[src/rtl/time_counters_pkg.sv]
// Shared constants and the BCD helper for the timekeeping datapath.
package time_counters_pkg;

    localparam logic [7:0] SEC_MAX  = 8'h59;
    localparam logic [7:0] MIN_MAX  = 8'h59;
    localparam logic [7:0] HOUR_MAX = 8'h23;

    localparam int EN_SEC  = 0;
    localparam int EN_MIN  = 1;
    localparam int EN_HOUR = 2;

    // Next packed-BCD value; the caller handles the full-range wrap.
    function automatic logic [7:0] bcd_inc(input logic [7:0] value);
        logic [7:0] result;
        if (value[3:0] == 4'd9) begin
            result = {value[7:4] + 4'd1, 4'd0};
        end else begin
            result = {value[7:4], value[3:0] + 4'd1};
        end
        return result;
    endfunction

endpackage

[src/rtl/bcd_mod_counter.sv]
// Two-digit packed-BCD counter that wraps to 00 after MAX_BCD.
module bcd_mod_counter
    import time_counters_pkg::*;
#(
    parameter logic [7:0] MAX_BCD = 8'h59
) (
    input  logic       i_Clock,
    input  logic       i_Reset_n,
    input  logic       i_Clear,
    input  logic       i_Inc,
    output logic [7:0] o_Value,
    output logic       o_Wrap
);

    logic [7:0] value_q;
    logic [7:0] value_d;

    // Next value: clear beats increment, full-range wrap beats the digit rule.
    always_comb begin
        value_d = value_q;
        if (i_Clear) begin
            value_d = 8'h00;
        end else if (i_Inc) begin
            if (value_q == MAX_BCD) begin
                value_d = 8'h00;
            end else begin
                value_d = bcd_inc(value_q);
            end
        end else begin
            value_d = value_q;
        end
    end

    // Value register.
    always_ff @(posedge i_Clock) begin
        if (!i_Reset_n) begin
            value_q <= 8'h00;
        end else begin
            value_q <= value_d;
        end
    end

    assign o_Value = value_q;
    assign o_Wrap  = i_Inc & (value_q == MAX_BCD);

endmodule

[src/rtl/time_counters.sv]
// Seconds/minutes/hours datapath with a per-second prescaler and a manual-set prescaler.
module time_counters
    import time_counters_pkg::*;
#(
    parameter int TICKS_PER_SEC = 100_000_000,
    parameter int INC_TICKS     = 50_000_000
) (
    input  logic       i_Clock,
    input  logic       i_Reset_n,
    input  logic       i_Counters_Reset,
    input  logic       i_Counters_Enable_Increment,
    input  logic [2:0] i_Counters_Enable_Count,
    output logic [7:0] o_Seconds,
    output logic [7:0] o_Minutes,
    output logic [7:0] o_Hours,
    output logic       o_Second_Tick
);

    localparam int SW = $clog2(TICKS_PER_SEC);
    localparam int IW = $clog2(INC_TICKS);
    localparam logic [SW-1:0] SEC_LAST = SW'(TICKS_PER_SEC - 1);
    localparam logic [IW-1:0] INC_LAST = IW'(INC_TICKS - 1);

    logic [SW-1:0] sec_pre_q, sec_pre_d;
    logic [IW-1:0] inc_pre_q, inc_pre_d;
    logic          tick_q, tick_d;
    logic          sec_clr_s, sec_step_s, set_fire_s;
    logic          sec_inc_s, min_inc_s, hour_inc_s;
    logic          sec_wrap_s, min_wrap_s, hour_wrap_s;

    // Prescaler next state and the raw seconds step / set-mode fire events.
    always_comb begin
        sec_pre_d  = sec_pre_q;
        inc_pre_d  = inc_pre_q;
        tick_d     = 1'b0;
        sec_clr_s  = 1'b0;
        sec_step_s = 1'b0;
        set_fire_s = 1'b0;
        if (i_Counters_Reset) begin
            sec_clr_s = 1'b1;
            sec_pre_d = '0;
            inc_pre_d = '0;
        end else if (i_Counters_Enable_Increment) begin
            if (inc_pre_q == INC_LAST) begin
                inc_pre_d  = '0;
                set_fire_s = 1'b1;
            end else begin
                inc_pre_d = inc_pre_q + 1'b1;
            end
        end else begin
            inc_pre_d = '0;
            if (i_Counters_Enable_Count[EN_SEC]) begin
                if (sec_pre_q == SEC_LAST) begin
                    sec_pre_d  = '0;
                    sec_step_s = 1'b1;
                    tick_d     = 1'b1;
                end else begin
                    sec_pre_d = sec_pre_q + 1'b1;
                end
            end else begin
                sec_pre_d = sec_pre_q;
            end
        end
    end

    // Set mode bumps each enabled field on its own; normal mode ripples carries.
    assign sec_inc_s  = set_fire_s ? i_Counters_Enable_Count[EN_SEC] : sec_step_s;
    assign min_inc_s  = set_fire_s ? i_Counters_Enable_Count[EN_MIN]
                                   : (sec_wrap_s & i_Counters_Enable_Count[EN_MIN]);
    assign hour_inc_s = set_fire_s ? i_Counters_Enable_Count[EN_HOUR]
                                   : (min_wrap_s & i_Counters_Enable_Count[EN_HOUR]);

    // Prescalers and the registered tick.
    always_ff @(posedge i_Clock) begin
        if (!i_Reset_n) begin
            sec_pre_q <= '0;
            inc_pre_q <= '0;
            tick_q    <= 1'b0;
        end else begin
            sec_pre_q <= sec_pre_d;
            inc_pre_q <= inc_pre_d;
            tick_q    <= tick_d;
        end
    end

    bcd_mod_counter #(.MAX_BCD(SEC_MAX)) u_seconds (
        .i_Clock   (i_Clock),
        .i_Reset_n (i_Reset_n),
        .i_Clear   (sec_clr_s),
        .i_Inc     (sec_inc_s),
        .o_Value   (o_Seconds),
        .o_Wrap    (sec_wrap_s)
    );

    bcd_mod_counter #(.MAX_BCD(MIN_MAX)) u_minutes (
        .i_Clock   (i_Clock),
        .i_Reset_n (i_Reset_n),
        .i_Clear   (1'b0),
        .i_Inc     (min_inc_s),
        .o_Value   (o_Minutes),
        .o_Wrap    (min_wrap_s)
    );

    bcd_mod_counter #(.MAX_BCD(HOUR_MAX)) u_hours (
        .i_Clock   (i_Clock),
        .i_Reset_n (i_Reset_n),
        .i_Clear   (1'b0),
        .i_Inc     (hour_inc_s),
        .o_Value   (o_Hours),
        .o_Wrap    (hour_wrap_s)
    );

    assign o_Second_Tick = tick_q;

    logic unused_s;
    assign unused_s = hour_wrap_s;

endmodule

[config.mk]
export PLATFORM = sky130hd
export DESIGN_NAME = time_counters
export DESIGN_NICKNAME = d
export VERILOG_FILES = /design/src/rtl/time_counters_pkg.sv /design/src/rtl/bcd_mod_counter.sv /design/src/rtl/time_counters.sv
export SDC_FILE = /design/constraint.sdc
export NUM_CORES = 1
export LEC_CHECK = 0
export CORE_AREA = 2 2 70 105
export CTS_CLUSTER_SIZE = 20
export DETAILED_ROUTE_END_ITERATION = 16
export DIE_AREA = 0 0 72 107
export PLACE_DENSITY = 0.83
export SLEW_MARGIN = 20
export SYNTH_ARGS = -nofsm -noshare
export SYNTH_HDL_FRONTEND = slang
export SYNTH_SLANG_ARGS = --single-unit
[constraint.sdc]
create_clock -name i_Clock -period 4.6 [get_ports i_Clock]
set_input_delay 0.69 -clock i_Clock [delete_from_list [all_inputs] [get_ports i_Clock]]
set_output_delay 0.69 -clock i_Clock [all_outputs]
set_load 0.05 [all_outputs]
==> summary.md <==
| Metric | Value |
|---|---|
| RSZ-0062 raised after global routing | `no` |
| Critical Path RT | `around 4.8 ns` |
| TNS Setup | `0 ns` |
| Setup WS post-layout | `1.61 ns` |
| CTS Buf Count | `9` |
| Top-count cell post-synth | `dfxtp_1` |
| Nets@finish | `roughly 520` |
| CTS Buffer Depth | `2` |
| Routed len/inst | `15.1 µm` |
| Skew-Pair Late Insertion Delay | `0.36 ns` |
| # port buffers | `31` |
| First-pass GRT wire length | `14,600 µm` |
| Seq/Total Area, Yosys | `39.1%` |
| Critical path fanouts, max | `27` |
| Switching part of the total | `between 20% and 30%` |
| Setup violation total in the final timing report | `0` |
| Final period util | `65.1%` |
| Largest net degree at the start of global routing | `28` |
| Synth cell count leaders | `dfxtp_1 (78), nor2_1 (53), nand2_1 (43), nand3_1 (27), xnor2_1 (26)` |
| Relative slew margins | `33.9%` |
| CTS root buf | `clkbuf_8` |
| Post-cts sizing count | `0` |
| CP Class | `primary input to register` |
| Syn avg cell area | `8.42 µm²` |
| Placement Setup Slack | `roughly 1.2 ns` |
| Final Critical Period | `2.99 ns` |
| Vias per cell | `slightly above 6` |
| Total wire length | `8740 µm` |
| Area grow syn2layout | `13.0%` |
| Initial core utilization | `58.7%` |
| Number of DRC violations after detailed-routing iteration 0 | `around 180` |
| Synth cell types | `between 50 and 60` |
| Clock share of power | `39.1%` |
| Post-CTS Hold Buffers | `0` |
| Clock slew at reported path FFs | `0.07 ns` |
| Biggest area consumer among synthesized cells | `dfxtp_1` |
| Post-Syn Nets | `495` |
| HP Class | `register to register` |
| Peak Freq | `334 MHz` |
| Core footprint | `6810 µm²` |
| Die ar. | `7700 µm²` |
| I/O pin count | `32` |
| Vias in the first global route | `3,342` |
| Worst endpoint data arrival time | `around 3.2 ns` |
| CTS tree | `done` |
| Number of cell rows | `37` |
| H-Tree Level Count | `3` |
| Final hold vios | `0` |
| Combinational share of power | `~2.6%` |
| Hold Slack | `0.457 ns` |
| Pint | `~910 µW` |
| Grt total ovfl | `0` |
| Yosys top cell area share | `39.1%` |
| Post-CTS Setup Bufs | `0` |
| # diodes | `0` |
| Die Y-Extent | `107 µm` |
| DRC viols | `0` |
| P per Cell Area | `257 nW/µm²` |
| Via Count | `3,513` |
| Flops & latches, synth | `78` |
| Number of synthesized flops with an enable pin | `0` |
| Final HPWL DP | `6350 µm` |
| TritonCTS Sinks | `78` |
| Synthesized area | `3990 µm²` |
| Max Transition Viols Final | `0` |
| Slowest stage delay, CP | `0.69 ns` |
| Synthesis Warnings | `0` |
| Die X | `about 72 µm` |
| Flop pwr share | `58.3%` |
| Final ANT Viol Nets | `0` |
| Synth area leaders | `dfxtp_1 (39%), xnor2_1 (5.7%), nor2_1 (5.0%)` |
| Antenna violations before repair | `0` |
| Status | `finished clean` |
| Share of layout cells above drive strength 1 | `4.78%` |
| Worst-margin pin slew | `0.983 ns` |
| GPL Wtd Cong | `0.838` |
| Startpoint types | `primary input` |
| Mapped Cells | `between 400 and 500` |
| Slowest CP cell | `nand2_1` |
| Pre-antenna DRT Iters | `4` |
| Crit-path cells | `clkdlybuf4s50_1 -> and4b_1 -> nand4_1 -> or3_2 -> nand2_1 -> nor2_1` |
| Top_reg_cell synth | `dfxtp_1` |
| Psw | `251 µW` |
| CP Capture Type | `register` |
| Gr usage total | `23.8%` |
| Max IR drop VDD | `between 0.2 and 0.3 mV` |
| Post-synth ARST share | `0%` |
| Leakage Power | `0.00142 µW` |
| Max-cap violations | `0` |
| Clock skew | `0.0100 ns` |
## placed cells by master (no fill, tap or decap), drive strengths merged, types with 11 or more instances in the layout
| cell | Yosys | final |
|---|---|---|
| dfxtp | 78 | 78 |
| nor2 | 53 | 53 |
| nand2 | 43 | 43 |
| clkdlybuf4s50 | 0 | 31 |
| nand3 | 28 | 28 |
| xnor2 | 26 | 26 |
| nand4 | 20 | 20 |
| a21oi | 19 | 19 |
| inv | 17 | 17 |
| xor2 | 16 | 16 |
| or3 | 15 | 15 |
| o21ai | 14 | 14 |
| ha | 14 | 14 |
| clkbuf | 14 | 14 |
| and4 | 11 | 11 |
| nor4 | 11 | 11 |
## logic make-up (layout without fill, tap and decap cells)
group	after synthesis	count (layout)	synth area share (%)
AO/OA/AOI/OAI	66	66	10.8
XOR/XNOR	42	42	9.21
adder cells (fa/ha/maj)	14	14	4.39
buffers and inverters	37	65	3.60
flip-flops	78	78	39.1
multiplexers	9	9	2.26
AND/OR/NAND/NOR	228	228	30.6
## final cells by class
type                       count  area, µm²
multi-input combinational    359       2290
clock buffer                  14        163
sequential                    78       1560
tap                           78       97.6
fill                         584       2290
clock inverter                 1       5.00
inverter                      17       63.8
timing repair buffer          33        325
## worst paths after layout
kind,start,end,slack (ns),depth (start not counted)
min reg2reg,inc_pre_q[0]$_SDFF_PP0_,inc_pre_q[0]$_SDFF_PP0_,0.46,1
min,inc_pre_q[0]$_SDFF_PP0_,inc_pre_q[0]$_SDFF_PP0_,0.46,1
max,i_Counters_Enable_Increment,sec_pre_q[26]$_SDFFE_PP0P_,1.61,6
max reg2reg,sec_pre_q[9]$_SDFFE_PP0P_,sec_pre_q[26]$_SDFFE_PP0P_,1.98,5
## state kept, by name (all words and copies together) (netlist names)
| name | count |
|---|---|
| sec_pre_q | 27 |
| inc_pre_q | 26 |
| u_hours.o_Value | 8 |
| o_Second_Tick | 1 |
| u_minutes.o_Value | 8 |
| u_seconds.o_Value | 8 |
## critical path: cells and delay by family
family        cells  cell delay [ns]
buf+inv           1             0.51
simple gates      5             2.00
## power groups by stage
stage	Sequential, µW	Clock [µW]	Combinational [µW]
after floorplan	692	0	16.9
after CTS	676	464	29.6
after global routing	676	488	32.5
after global placement	692	0	28.6
after detailed placement	692	0	29.2
final	676	454	29.7
## through the flow
stage / power (µW) / cell area, µm² / instances / util [%]
2_1_floorplan: 709 / 3990 / 474 / -
3_3_place_gp: 720 / 4340 / 565 / 63.8
3_5_place_dp: 721 / 4340 / 565 / 63.8
4_1_cts: 1170 / 4510 / 580 / 66.3
5_1_grt: 1200 / 4510 / 580 / 66.3
6_report: 1160 / 4510 / 580 / 66.3
## per-layer routing
metal / vias to the layer above / share of wire, % / track usage, %
li1: 1745 / - / -
met1: 1677 / 40 / 25.7
met2: 77 / 54 / 43.0
met3: 14 / 4.5 / 6.67
met4: 0 / 1.6 / 9.30
met5: - / 0 / 0
Power figures use the tool's default switching activity.
==> patch 1, RTL diff (same flow settings) <==
The parameter `TICKS_PER_SEC` goes from 100_000_000 to 25_000_000.
--- a/src/rtl/time_counters.sv
+++ b/src/rtl/time_counters.sv
@@ -2,7 +2,7 @@
 module time_counters
     import time_counters_pkg::*;
 #(
-    parameter int TICKS_PER_SEC = 100_000_000,
+    parameter int TICKS_PER_SEC = 25_000_000,
     parameter int INC_TICKS     = 50_000_000
 ) (
     input  logic       i_Clock,
Behaviour: same outputs for any inputs over 10 cycles, from zero or initial values and one cycle with i_Reset_n low; that may be too few to reach the edited logic, so the function may still have changed.
==> patch 1 against the original RTL <==
Design area down 5.2%; power grew 6.6%; first-iteration DRC count is 21% lower; area after synthesis fell by 7.4%; setup slack better by 0.25 ns; routed wire length is 16% lower; sequential cell count fell by 2; combinational power down 28%; final cell count down 6.2%.
==> patch 1: results (changes against the original RTL) <==
sta:
  tns_ns: 0  # unchanged
  fin_worst_skew_ns: 0.0183  # was 0.0100 ns
  period_share_pct: 59.6  # was 65.1%
  worst_pin_slew_ns: 0.956  # was 0.983 ns
route:
  wl_met3_um: 211  # was 390 um
  met1_length_um: 3110  # was 3510 um
  dr_wl_met2_um: 3880  # was 4700 um
  drt_first_pass_iters: 5  # was 4
  dr_total_vias: 3092  # was 3513
  dr.max_layer_used: "met4"  # unchanged
  ant_nets: 0  # unchanged
  routed_wl_um: 7310  # was 8740 um
  drtIter0Drc: 143  # was 182
power_and_ir_drop:
  vdd_drop_max_mv: 0.186  # was 0.258 mV
  leakage_nw: 1.50  # was 1.42 nW
layout:
  drive_above_1_share_pct: 5.58  # was 4.78%
  fillerInstances: 563  # was 584
  largestRegisters: "inc_pre_q (26), sec_pre_q (25)"  # was sec_pre_q (27), inc_pre_q (26)
  nNetsFinal: 482  # was 519
synth:
  synth_area_leaders: "dfxtp_1, nor2_1, xor2_1, xnor2_1, ha_1"  # was dfxtp_1, xnor2_1, nor2_1, ha_1, nand2_1
  ys_seq_area_share_pct: 41.2  # was 39.1%
  syn_nets: 450  # was 495
  synthTopCellsByCount: "dfxtp_1, nor2_1, nand2_1, nand3_1, xor2_1"  # was dfxtp_1, nor2_1, nand2_1, nand3_1, xnor2_1
  yosysUniqueCellTypes: 49  # was 54
worst_setup_path:
  endpoint: "u_hours.o_Value[7]$_SDFFE_PN0P_"  # was sec_pre_q[26]$_SDFFE_PP0P_
  reg2reg_depth: 7  # was 5
  critPathLaunch: "i_Counters_Enable_Increment"  # unchanged
  rrSetupSlack_ns: 2.01  # was 1.98 ns
  slowest_stage: "or4_1"  # was nand2_1
  crit_path_max_incr_delay_ns: 0.57  # was 0.69 ns
  regToRegStartpoint: "u_seconds.o_Value[0]$_SDFFE_PP0P_"  # was sec_pre_q[9]$_SDFFE_PP0P_
  critPathMaxFanout: 16  # was 27
placement:
  pre_cts_ws_ns: 1.47  # was 1.24 ns
  place.gp.congestion: 0.774  # was 0.838
  hpwl_um: 5400  # was 6350 um
grt:
  first_global_vias: 2945  # was 3342
  grt_max_degree: 27  # was 28
  grt_usage_pct: 20.7  # was 23.8%
  grt_pass1_wl_um: 12900  # was 14600 um
flow_run:
  timing.max_cap.violations: 0  # unchanged
outcome:
  status: "finished clean"  # unchanged
clocking:
  clk_latency_ns: 0.36  # about the same
==> patch 1: changes by cell type after synthesis, moves of 6 or more <==
cell      unedited run  this run
o21ai_1              0         9
and3_1               5        15
o21ai_0             14         3
nand4_1             20         6
clkbuf_1            14         8
nor2_1              53        67
nand2_1             43        35
nor4_1              11         2
xor2_1              16        23
==> patch 1: metal layers <==
| layer | global-route usage, % | vias up |
|---|---|---|
| li1 | - | 1558 |
| met1 | 23.8 | 1486 |
| met3 | 4.51 | 8 |
| met4 | 7.41 | 0 |
| met2 | 37.0 | 40 |
| met5 | 0 | - |
==> patch 1: layout make-up <==
cell class	count	area share, %
Multi-Input combinational cell	327	48.5
Clock buffer	9	2.90
Timing Repair Buffer	31	7.25
Inverter	16	1.40
Tap cell	78	2.28
Clock inverter	7	2.14
Sequential cell	76	35.6
==> patch 1: through the flow <==
step	cells	instance area (sq um)
3_3_place_gp	528	4060
2_1_floorplan	429	3700
4_1_cts	544	4280
3_5_place_dp	528	4060
5_1_grt	544	4280
6_report	544	4280
==> patch 1: where the power goes <==
group | switching (mW) | internal [mW] | leakage, nW
sequential | 0.000802 | 0.658 | 0.612
combinational | 0.0142 | 0.00721 | 0.781
clock | 0.253 | 0.303 | 0.109
==> patch 1: worst min path at each step <==
stage | startpoint | endpoint | slack, ns
after floorplan | inc_pre_q[0]$_SDFF_PP0_ | inc_pre_q[0]$_SDFF_PP0_ | 0.43
after global placement | inc_pre_q[0]$_SDFF_PP0_ | inc_pre_q[0]$_SDFF_PP0_ | 0.44
after detailed placement | inc_pre_q[0]$_SDFF_PP0_ | inc_pre_q[0]$_SDFF_PP0_ | 0.45
after CTS | inc_pre_q[0]$_SDFF_PP0_ | inc_pre_q[0]$_SDFF_PP0_ | 0.47
after global routing | inc_pre_q[0]$_SDFF_PP0_ | inc_pre_q[0]$_SDFF_PP0_ | 0.49
final | inc_pre_q[0]$_SDFF_PP0_ | inc_pre_q[0]$_SDFF_PP0_ | 0.46
==> patch 1: cells by family after synthesis <==
logic type	count (synthesis)	synth area share, %
xor+xnor	44	10.4
simple gates	219	32.0
flops	76	41.2
mux	6	1.62
compound gates	44	7.24
fa+ha+maj	14	4.74
buf+inv	26	2.77
==> patch 2, RTL diff (same flow settings) <==
Made on the original files. Reset style: asynchronous (`i_Reset_n`), changed in 2 clocked blocks.
--- a/src/rtl/bcd_mod_counter.sv
+++ b/src/rtl/bcd_mod_counter.sv
@@ -32,7 +32,7 @@
     end
 
     // Value register.
-    always_ff @(posedge i_Clock) begin
+    always_ff @(posedge i_Clock or negedge i_Reset_n) begin
         if (!i_Reset_n) begin
             value_q <= 8'h00;
         end else begin
--- a/src/rtl/time_counters.sv
+++ b/src/rtl/time_counters.sv
@@ -71,7 +71,7 @@
                                    : (min_wrap_s & i_Counters_Enable_Count[EN_HOUR]);
 
     // Prescalers and the registered tick.
-    always_ff @(posedge i_Clock) begin
+    always_ff @(posedge i_Clock or negedge i_Reset_n) begin
         if (!i_Reset_n) begin
             sec_pre_q <= '0;
             inc_pre_q <= '0;
Formal check against the unedited RTL: no difference found for any inputs over 10 cycles, from zero or initial values and one cycle with i_Reset_n low; that may be too few to reach the edited logic, so the function may still have changed.
==> patch 2 against the original RTL <==
First-iteration DRC count decreased by 13%; global-route usage increased by 2.4 points; routed wire length increased by 7.3%; sequential cell count unchanged; area after synthesis increased by 10%; setup slack got worse by 0.14 ns; power increased by 16%; combinational power increased by 93%; register-to-register slack got worse by 0.20 ns; clock power increased by 30%; critical endpoint is now u_hours.o_Value[3]$_DFFE_PN0P_; design area increased by 11%; highest routed layer unchanged.
==> patch 2: results (changes against the original RTL) <==
outcome:
  status: "finished clean"  # unchanged
layout:
  n_all_inverters: 18  # was 17
  nonClockBufferCount: 32  # was 33
  register_area_sq_um: 1950  # was 1560 sq um
  drive_above_1_share_pct: 7.24  # was 4.78%
  buf_share_pct: 6.32  # was 7.21%
  fillerInstances: 497  # was 584
  n_clock_buffer: 11  # was 14
  multi_input_comb_cells: 353  # was 359
  multi_input_area_share_pct: 46.6  # was 50.9%
  clock_area_share_pct: 4.66  # was 3.72%
  fin_util_pct: 73.4  # was 66.3%
worst_setup_path:
  slowest_stage: "clkdlybuf4s50_1"  # was nand2_1
  critPathTopFamily: "buffers and inverters"  # was simple AND/OR/NAND/NOR gates
  crit_path_max_incr_delay_ns: 0.81  # was 0.69 ns
  critPathMaxFanout: 23  # was 27
  worstPathArrival_ns: 3.38  # was 3.20 ns
route:
  viasPerCell: 6.23  # was 6.06
  dr.max_layer_used: "met4"  # unchanged
  routed_wl_um: 9390  # was 8740 um
  wire_per_inst_um: 16.3  # was 15.1 um
  wl_met3_um: 278  # was 390 um
  met1_length_um: 3670  # was 3510 um
  drtIter0Drc: 158  # was 182
grt:
  grt_util_met3_pct: 5.08  # was 6.67%
  met2_usage_pct: 48.4  # was 43.0%
  grtUsageMet1_pct: 28.7  # was 25.7%
  grt_pass1_wl_um: 15900  # was 14600 um
  grt_usage_pct: 26.2  # was 23.8%
  grt_max_degree: 79  # was 28
power_and_ir_drop:
  p_clk_share_pct: 43.9  # was 39.1%
  combinationalPower_mw: 0.0572  # was 0.0297 mW
  vdd_drop_max_mv: 0.259  # was 0.258 mV
  swShare_pct: 22.6  # was 21.6%
  leakage_nw: 2.10  # was 1.42 nW
sta:
  slew_headroom_pct: 35.1  # was 33.9%
  fin_worst_skew_ns: 0.00925  # was 0.0100 ns
placement:
  pre_cts_ws_ns: 1.13  # was 1.24 ns
  placed_cells: 559  # was 565
  place.gp.congestion: 0.830  # was 0.838
  place_area_sq_um: 4760  # was 4340 sq um
synth:
  synthMuxAreaShare_pct: 3.07  # was 2.26%
  synth-async-reset-ratio_pct: 100  # was 0%
  synth-compound-area-share_pct: 9.53  # was 10.8%
  syn_inst: 463  # was 474
  synthXorXnorAreaFrac_pct: 8.76  # was 9.21%
  synthTopCellsByCount: "dfrtp_1, nor2_1, nand2_1, xnor2_1, nand3_1"  # was dfxtp_1, nor2_1, nand2_1, nand3_1, xnor2_1
  synth_area_leaders: "dfrtp_1, xnor2_1, nor2_1, ha_1, nand3_1"  # was dfxtp_1, xnor2_1, nor2_1, ha_1, nand2_1
  ys_seq_area_share_pct: 44.4  # was 39.1%
  synth_fa_ha_area_share_pct: 3.98  # was 4.39%
  yosys_most_used_dff: "dfrtp_1"  # was dfxtp_1
  syn_nets: 484  # was 495
==> patch 2: cell types whose count changed in the layout (fill, tap and decap cells not counted), moves of 7 or more <==
cell	delta
dfrtp_1	+78
dfxtp_1	-78
mux2_2	+9
mux2i_1	-9
nand2_1	-8
nor2_1	+12
o21ai_0	-7
or3_1	-12
==> patch 2: worst paths after layout <==
kind	start	to	slack, ns	cells after the start
min in group i_Clock	u_hours.o_Value[7]$_DFFE_PN0P_	u_hours.o_Value[7]$_DFFE_PN0P_	0.51	1
max in group asynchronous	i_Reset_n	sec_pre_q[1]$_DFFE_PN0P_	3.49	1
worst max register to register	inc_pre_q[0]$_DFF_PN0_	u_hours.o_Value[3]$_DFFE_PN0P_	1.78	6
worst min register to register	u_hours.o_Value[7]$_DFFE_PN0P_	u_hours.o_Value[7]$_DFFE_PN0P_	0.51	1
worst max-delay path	i_Counters_Reset	u_hours.o_Value[3]$_DFFE_PN0P_	1.46	6
worst min-delay path	i_Reset_n	inc_pre_q[25]$_DFF_PN0_	0.48	1
